**config.mk**
```make
export PLATFORM = sky130hd
export DESIGN_NAME = data_mem_arbiter
export DESIGN_NICKNAME = d
export VERILOG_FILES = /design/src/rtl/data_mem_arbiter.sv
export SDC_FILE = /design/constraint.sdc
export NUM_CORES = 1
export LEC_CHECK = 0
export ABC_CLOCK_PERIOD_IN_PS = 1900
export BUFFER_PORTS_ARGS = -buffer_cell sky130_fd_sc_hd__buf_2
export CAP_MARGIN = 20
export CORE_AREA = 5 5 155 157
export CTS_CLUSTER_SIZE = 28
export DETAILED_ROUTE_END_ITERATION = 10
export DIE_AREA = 0 0 160 162
export GPL_TIMING_DRIVEN = 0
export PLACE_DENSITY = 0.69
export SYNTH_ARGS = -nofsm -noshare
export SYNTH_HDL_FRONTEND = slang
export SYNTH_SLANG_ARGS = --single-unit
```
**constraint.sdc**
```tcl
create_clock -name clk -period 1.9 [get_ports clk]
set_clock_uncertainty 0.15 [all_clocks]
set_input_delay 0.19 -clock clk [delete_from_list [all_inputs] [get_ports clk]]
set_output_delay 0.19 -clock clk [all_outputs]
set_load 0.03 [all_outputs]
```
**src/rtl/data_mem_arbiter.sv**
```systemverilog
// Two-requester round-robin arbiter in front of a single-port data memory.
// Each transaction runs IDLE -> ACCESS -> DONE, one cycle per state.
module data_mem_arbiter #(
  parameter int WORDSIZE = 64,
  parameter int ADDR_W   = 5
) (
  input  logic                clk,
  input  logic                reset,
  input  logic                req_a,
  input  logic                req_b,
  input  logic                we_a,
  input  logic                we_b,
  input  logic [ADDR_W-1:0]   addr_a,
  input  logic [ADDR_W-1:0]   addr_b,
  input  logic [WORDSIZE-1:0] wdata_a,
  input  logic [WORDSIZE-1:0] wdata_b,
  output logic                done_a,
  output logic                done_b,
  output logic [WORDSIZE-1:0] rdata_a,
  output logic [WORDSIZE-1:0] rdata_b,
  output logic [ADDR_W-1:0]   mem_addr,
  output logic [WORDSIZE-1:0] mem_data_input,
  output logic                mem_write_enable,
  output logic                mem_read,
  input  logic [WORDSIZE-1:0] mem_data_output
);

  typedef enum logic [1:0] {
    IDLE   = 2'd0,
    ACCESS = 2'd1,
    DONE   = 2'd2
  } state_e;

  state_e state_q, state_d;

  logic                last_b_q, last_b_d;
  logic                win_b_q, win_b_d;
  logic                we_q, we_d;
  logic [ADDR_W-1:0]   addr_q, addr_d;
  logic [WORDSIZE-1:0] wdata_q, wdata_d;
  logic [WORDSIZE-1:0] rdata_a_q, rdata_a_d;
  logic [WORDSIZE-1:0] rdata_b_q, rdata_b_d;
  logic                done_a_q, done_a_d;
  logic                done_b_q, done_b_d;

  logic grant;
  logic pick_b;

  // B wins alone, or on a tie when A was served last
  always_comb begin
    grant  = (state_q == IDLE) & (req_a | req_b);
    pick_b = req_b & (~req_a | ~last_b_q);
  end

  always_ff @(posedge clk) begin
    if (reset) begin
      state_q <= IDLE;
    end else begin
      state_q <= state_d;
    end
  end

  always_comb begin
    state_d = state_q;
    unique case (state_q)
      IDLE:    if (grant) state_d = ACCESS;
      ACCESS:  state_d = DONE;
      DONE:    state_d = IDLE;
      default: state_d = IDLE;
    endcase
  end

  always_comb begin
    mem_addr         = '0;
    mem_data_input   = '0;
    mem_write_enable = 1'b0;
    mem_read         = 1'b0;
    if (state_q == ACCESS) begin
      mem_addr         = addr_q;
      mem_data_input   = wdata_q;
      mem_write_enable = we_q;
      mem_read         = ~we_q;
    end
  end

  always_comb begin
    last_b_d  = last_b_q;
    win_b_d   = win_b_q;
    we_d      = we_q;
    addr_d    = addr_q;
    wdata_d   = wdata_q;
    rdata_a_d = rdata_a_q;
    rdata_b_d = rdata_b_q;
    done_a_d  = 1'b0;
    done_b_d  = 1'b0;
    if (grant) begin
      last_b_d = pick_b;
      win_b_d  = pick_b;
      we_d     = pick_b ? we_b    : we_a;
      addr_d   = pick_b ? addr_b  : addr_a;
      wdata_d  = pick_b ? wdata_b : wdata_a;
    end
    if (state_q == ACCESS) begin
      done_a_d = ~win_b_q;
      done_b_d = win_b_q;
      if (!we_q) begin
        if (win_b_q) rdata_b_d = mem_data_output;
        else         rdata_a_d = mem_data_output;
      end
    end
  end

  always_ff @(posedge clk) begin
    if (reset) begin
      last_b_q  <= 1'b1;
      win_b_q   <= 1'b0;
      we_q      <= 1'b0;
      addr_q    <= '0;
      wdata_q   <= '0;
      rdata_a_q <= '0;
      rdata_b_q <= '0;
      done_a_q  <= 1'b0;
      done_b_q  <= 1'b0;
    end else begin
      last_b_q  <= last_b_d;
      win_b_q   <= win_b_d;
      we_q      <= we_d;
      addr_q    <= addr_d;
      wdata_q   <= wdata_d;
      rdata_a_q <= rdata_a_d;
      rdata_b_q <= rdata_b_d;
      done_a_q  <= done_a_d;
      done_b_q  <= done_b_d;
    end
  end

  assign done_a  = done_a_q;
  assign done_b  = done_b_q;
  assign rdata_a = rdata_a_q;
  assign rdata_b = rdata_b_q;

endmodule

```
==> run_summary.xml <==
<?xml version="1.0" encoding="UTF-8"?>
<metrics>
  <group name="routing">
    <metric name="routed_via_density" unit="">5.222</metric>
    <metric name="first_pass_iters" unit="">5</metric>
    <metric name="route.final.wire_length" unit="um">38240</metric>
    <metric name="routed_wire_length_per_instance" unit="um">18.99</metric>
    <metric name="drtAntennaViolNets" unit="">0</metric>
    <metric name="drt_iter0_drc" unit="">826</metric>
    <metric name="drcViolationCount" unit="">0</metric>
    <metric name="total_via_count_in_the_routed_design" unit="">10510</metric>
  </group>
  <group name="sta">
    <metric name="fin_ws" unit="ps">-71.82</metric>
    <metric name="report.final.setup_viol" unit="">70</metric>
    <metric name="layout_worst_path_cycle_share" unit="%">103.8</metric>
    <metric name="tns" unit="ps">-2906</metric>
    <metric name="final_max_slew_viol_count" unit="">0</metric>
    <metric name="rsz0062_at_grt" unit="">true</metric>
    <metric name="fmax" unit="MHz">507.1</metric>
    <metric name="hold_violations" unit="">0</metric>
    <metric name="worst_slew_margin_rel" unit="%">41.88</metric>
    <metric name="final.min_clock_period" unit="ps">1972</metric>
    <metric name="timing_worst_slew_pin_value" unit="ps">871.8</metric>
  </group>
  <group name="worst_setup_path">
    <metric name="cp_max_fo" unit="">6</metric>
    <metric name="cp_data_required_time" unit="ps">1560</metric>
    <metric name="crit_path_top_delay_cell" unit="">dfxtp_4</metric>
    <metric name="timing.critical_path.to_type" unit="">primary output</metric>
    <metric name="worstRegToRegCells" unit="">6</metric>
    <metric name="timing.critical_path.max_delay_family" unit="">buffers and inverters</metric>
    <metric name="worst-setup-path-type" unit="">reg -&gt; out</metric>
    <metric name="start_kind" unit="">register</metric>
    <metric name="cp.arrival" unit="ps">1630</metric>
    <metric name="path_depth" unit="">5</metric>
    <metric name="crit_path_max_incr_delay" unit="ps">350</metric>
    <metric name="timing.critical_path.cells" unit="">nor2b_4 -&gt; buf_8 -&gt; clkbuf_16 -&gt; and2_4 -&gt; buf_6</metric>
    <metric name="worstPathBufferInverterCount" unit="">3</metric>
  </group>
  <group name="min_path">
    <metric name="worstHoldPathType" unit="">in -&gt; reg</metric>
    <metric name="worst_hold_depth" unit="">3</metric>
  </group>
  <group name="run_status">
    <metric name="violations" unit="">setup timing</metric>
    <metric name="outcome" unit="">finished with violations</metric>
  </group>
  <group name="placed_design">
    <metric name="buffer_ports.inserted" unit="">407</metric>
    <metric name="place.detailed.hpwl" unit="um">23580</metric>
    <metric name="placed_cells_incl_taps" unit="">1750</metric>
    <metric name="gpl.final_weighted_congestion" unit="">0.8457</metric>
    <metric name="post_dp_cell_area" unit="um2">11090</metric>
  </group>
  <group name="global_routing">
    <metric name="gr-usage-all-layers" unit="%">27.65</metric>
    <metric name="grt_max_degree" unit="">14</metric>
    <metric name="remaining_overflow_grt" unit="">0</metric>
    <metric name="first_global_vias" unit="">11010</metric>
    <metric name="global_route_wire_length_before_repair" unit="um">58680</metric>
    <metric name="antenna_found_initial" unit="">6</metric>
  </group>
  <group name="synthesis">
    <metric name="postSynthNetCount" unit="">1266</metric>
    <metric name="post_synth_most_frequent_cells" unit="">397 x nand2_1, 204 x dfxtp_1, 199 x a21oi_1</metric>
    <metric name="yosysMostFrequentCell" unit="">nand2_1</metric>
    <metric name="yosys_warnings" unit="">0</metric>
    <metric name="yosys_register_bits" unit="">204</metric>
    <metric name="postSynthCellCount" unit="">1058</metric>
    <metric name="number_of_enable_type_register_cells_in_the_synthesized_netlist" unit="">0</metric>
    <metric name="post_synth_arst_share" unit="%">0</metric>
    <metric name="post_synth_main_area_contributors" unit="">dfxtp_1 47%, nand2_1 17%, a311oi_2 12%</metric>
    <metric name="synth_top_area_share" unit="%">46.96</metric>
    <metric name="mappedNetlistArea" unit="um2">8696</metric>
    <metric name="yosys_most_used_dff" unit="">dfxtp_1</metric>
    <metric name="synth_area_per_cell" unit="um2">8.219</metric>
    <metric name="area_leader_netlist" unit="">dfxtp_1</metric>
    <metric name="sequential_fraction_of_the_synthesis_area" unit="%">46.96</metric>
    <metric name="yosys.cell_types.count" unit="">26</metric>
  </group>
  <group name="pwr">
    <metric name="p_leak" unit="nW">6.598</metric>
    <metric name="post-layout-total-power" unit="mW">12.34</metric>
    <metric name="power_density" unit="nW/um2">828.3</metric>
    <metric name="peakVddDrop" unit="mV">0.5428</metric>
  </group>
  <group name="clocking">
    <metric name="cts_max_path_buffers" unit="">3</metric>
    <metric name="cts_max_level" unit="">1</metric>
    <metric name="clock_sink_count" unit="">204</metric>
    <metric name="cts-buffers-inserted" unit="">23</metric>
    <metric name="worst_skew_pair.late_latency" unit="ps">500</metric>
    <metric name="clk_pin_slew" unit="ps">60</metric>
    <metric name="clock_tree_from_tritoncts" unit="">yes</metric>
    <metric name="root_buffer_master" unit="">clkbuf_16</metric>
  </group>
  <group name="cells_and_area">
    <metric name="drive_above_1_share" unit="%">38.76</metric>
    <metric name="stdcell_count" unit="">2013</metric>
    <metric name="final_net_count" unit="">1914</metric>
    <metric name="flow.area_growth_from_synthesis" unit="%">71.29</metric>
    <metric name="finalInstanceArea" unit="um2">14900</metric>
    <metric name="final_design_utilization" unit="%">66.60</metric>
  </group>
  <group name="floorplan">
    <metric name="io-pin-count" unit="">409</metric>
    <metric name="width_of_the_die" unit="um">160</metric>
    <metric name="floorplan.die.height" unit="um">162</metric>
    <metric name="core_area" unit="um2">22370</metric>
    <metric name="rows" unit="">55</metric>
    <metric name="design.die.area" unit="um2">25920</metric>
    <metric name="start_util" unit="%">38.88</metric>
  </group>
  <group name="job">
    <metric name="timing.max_cap.violations" unit="">0</metric>
  </group>
</metrics>
## cell families after synthesis
| group | count (synthesis) | share of synthesized area (%) |
|---|---|---|
| AO/OA/AOI/OAI | 274 | 23.88 |
| flip-flops | 204 | 46.96 |
| AND/OR/NAND/NOR | 482 | 23.34 |
| buffers and inverters | 98 | 5.813 |
## per-stage QoR
stage | hold WS (ps) | setup slack (ps)
6_report | 169.9 | -71.82
5_1_grt | 176.3 | -140.7
4_1_cts | 151.4 | -60.52
3_5_place_dp | 293.7 | -346.1
3_3_place_gp | 289.0 | -333.0
2_1_floorplan | 176.0 | 335.9
## cell type report
| class | count | area (um2) |
|---|---|---|
| Timing Repair Buffer | 623 | 4674 |
| Clock inverter | 10 | 150.1 |
| Clock buffer | 30 | 651.9 |
| Fill cell | 1680 | 7470 |
| Inverter | 1 | 3.754 |
| Tap cell | 285 | 356.6 |
| Buffer | 97 | 654.4 |
| Multi-Input combinational cell | 756 | 4297 |
| Sequential cell | 204 | 4090 |
| Antenna cell | 7 | 17.52 |
## worst paths after layout
check,start,end,slack (ps)
hold / removal,reset,state_q[1]$_SDFFE_PP0P_,170
setup reg to reg,state_q[0]$_SDFFE_PP0P_,rdata_b[26]$_SDFFE_PP0P_,130
setup / recovery,state_q[0]$_SDFFE_PP0P_,mem_data_input[32],-70
hold reg to reg,rdata_b[57]$_SDFFE_PP0P_,rdata_b[57]$_SDFFE_PP0P_,300
## registers in the layout, summed over array words and instances, names as in the netlist
name / count
addr_q: 5
done_a: 1
done_b: 1
last_b_q: 1
rdata_a: 64
rdata_b: 64
state_q: 2
wdata_q: 64
we_q: 1
win_b_q: 1
## per-layer routing
layer	track usage, %	part of all wire (%)	vias to the layer above
met3	7.942	8.6	190
met2	47.59	48	638
met4	17.13	6.4	0
met5	0	0	-
met1	30.14	37	4826
li1	-	-	4857
## placed cells by master (no fill, tap or decap), types with 4 or more instances in the layout
master / instances
buf_2: 356
clkbuf_16: 27
buf_6: 86
clkbuf_1: 28
buf_8: 7
clkbuf_8: 7
clkinv_2: 6
nand2_1: 397
dfxtp_1: 201
diode_2: 7
a21oi_1: 199
and2_4: 68
clkbuf_2: 28
bufinv_16: 4
and2_1: 4
dlygate4sd3_1: 206
a311oi_2: 68
## power by group
part | switching, mW | leakage, nW | internal (mW)
Combinational | 1.60 | 4.53 | 1.29
Clock | 1.75 | 0.402 | 2.94
Sequential | 0.183 | 1.67 | 4.57
Total | 3.54 | 6.60 | 8.80
## worst min-delay path: stages
cell and delay [ps]:
clkbuf_1 130, buf_2 270, nor2_1 160
## what timing repair did
item | CTS | global route
setup endpoints to repair | 72 | 191
gates cloned | 3 | 3
resized for setup | 229 | 78
hold endpoints to repair | 200 | 0
pin swaps | 24 | 20
setup buffers | 3 | 1
hold buffers | 206 | 0
(Power assumes the default switching activity.)
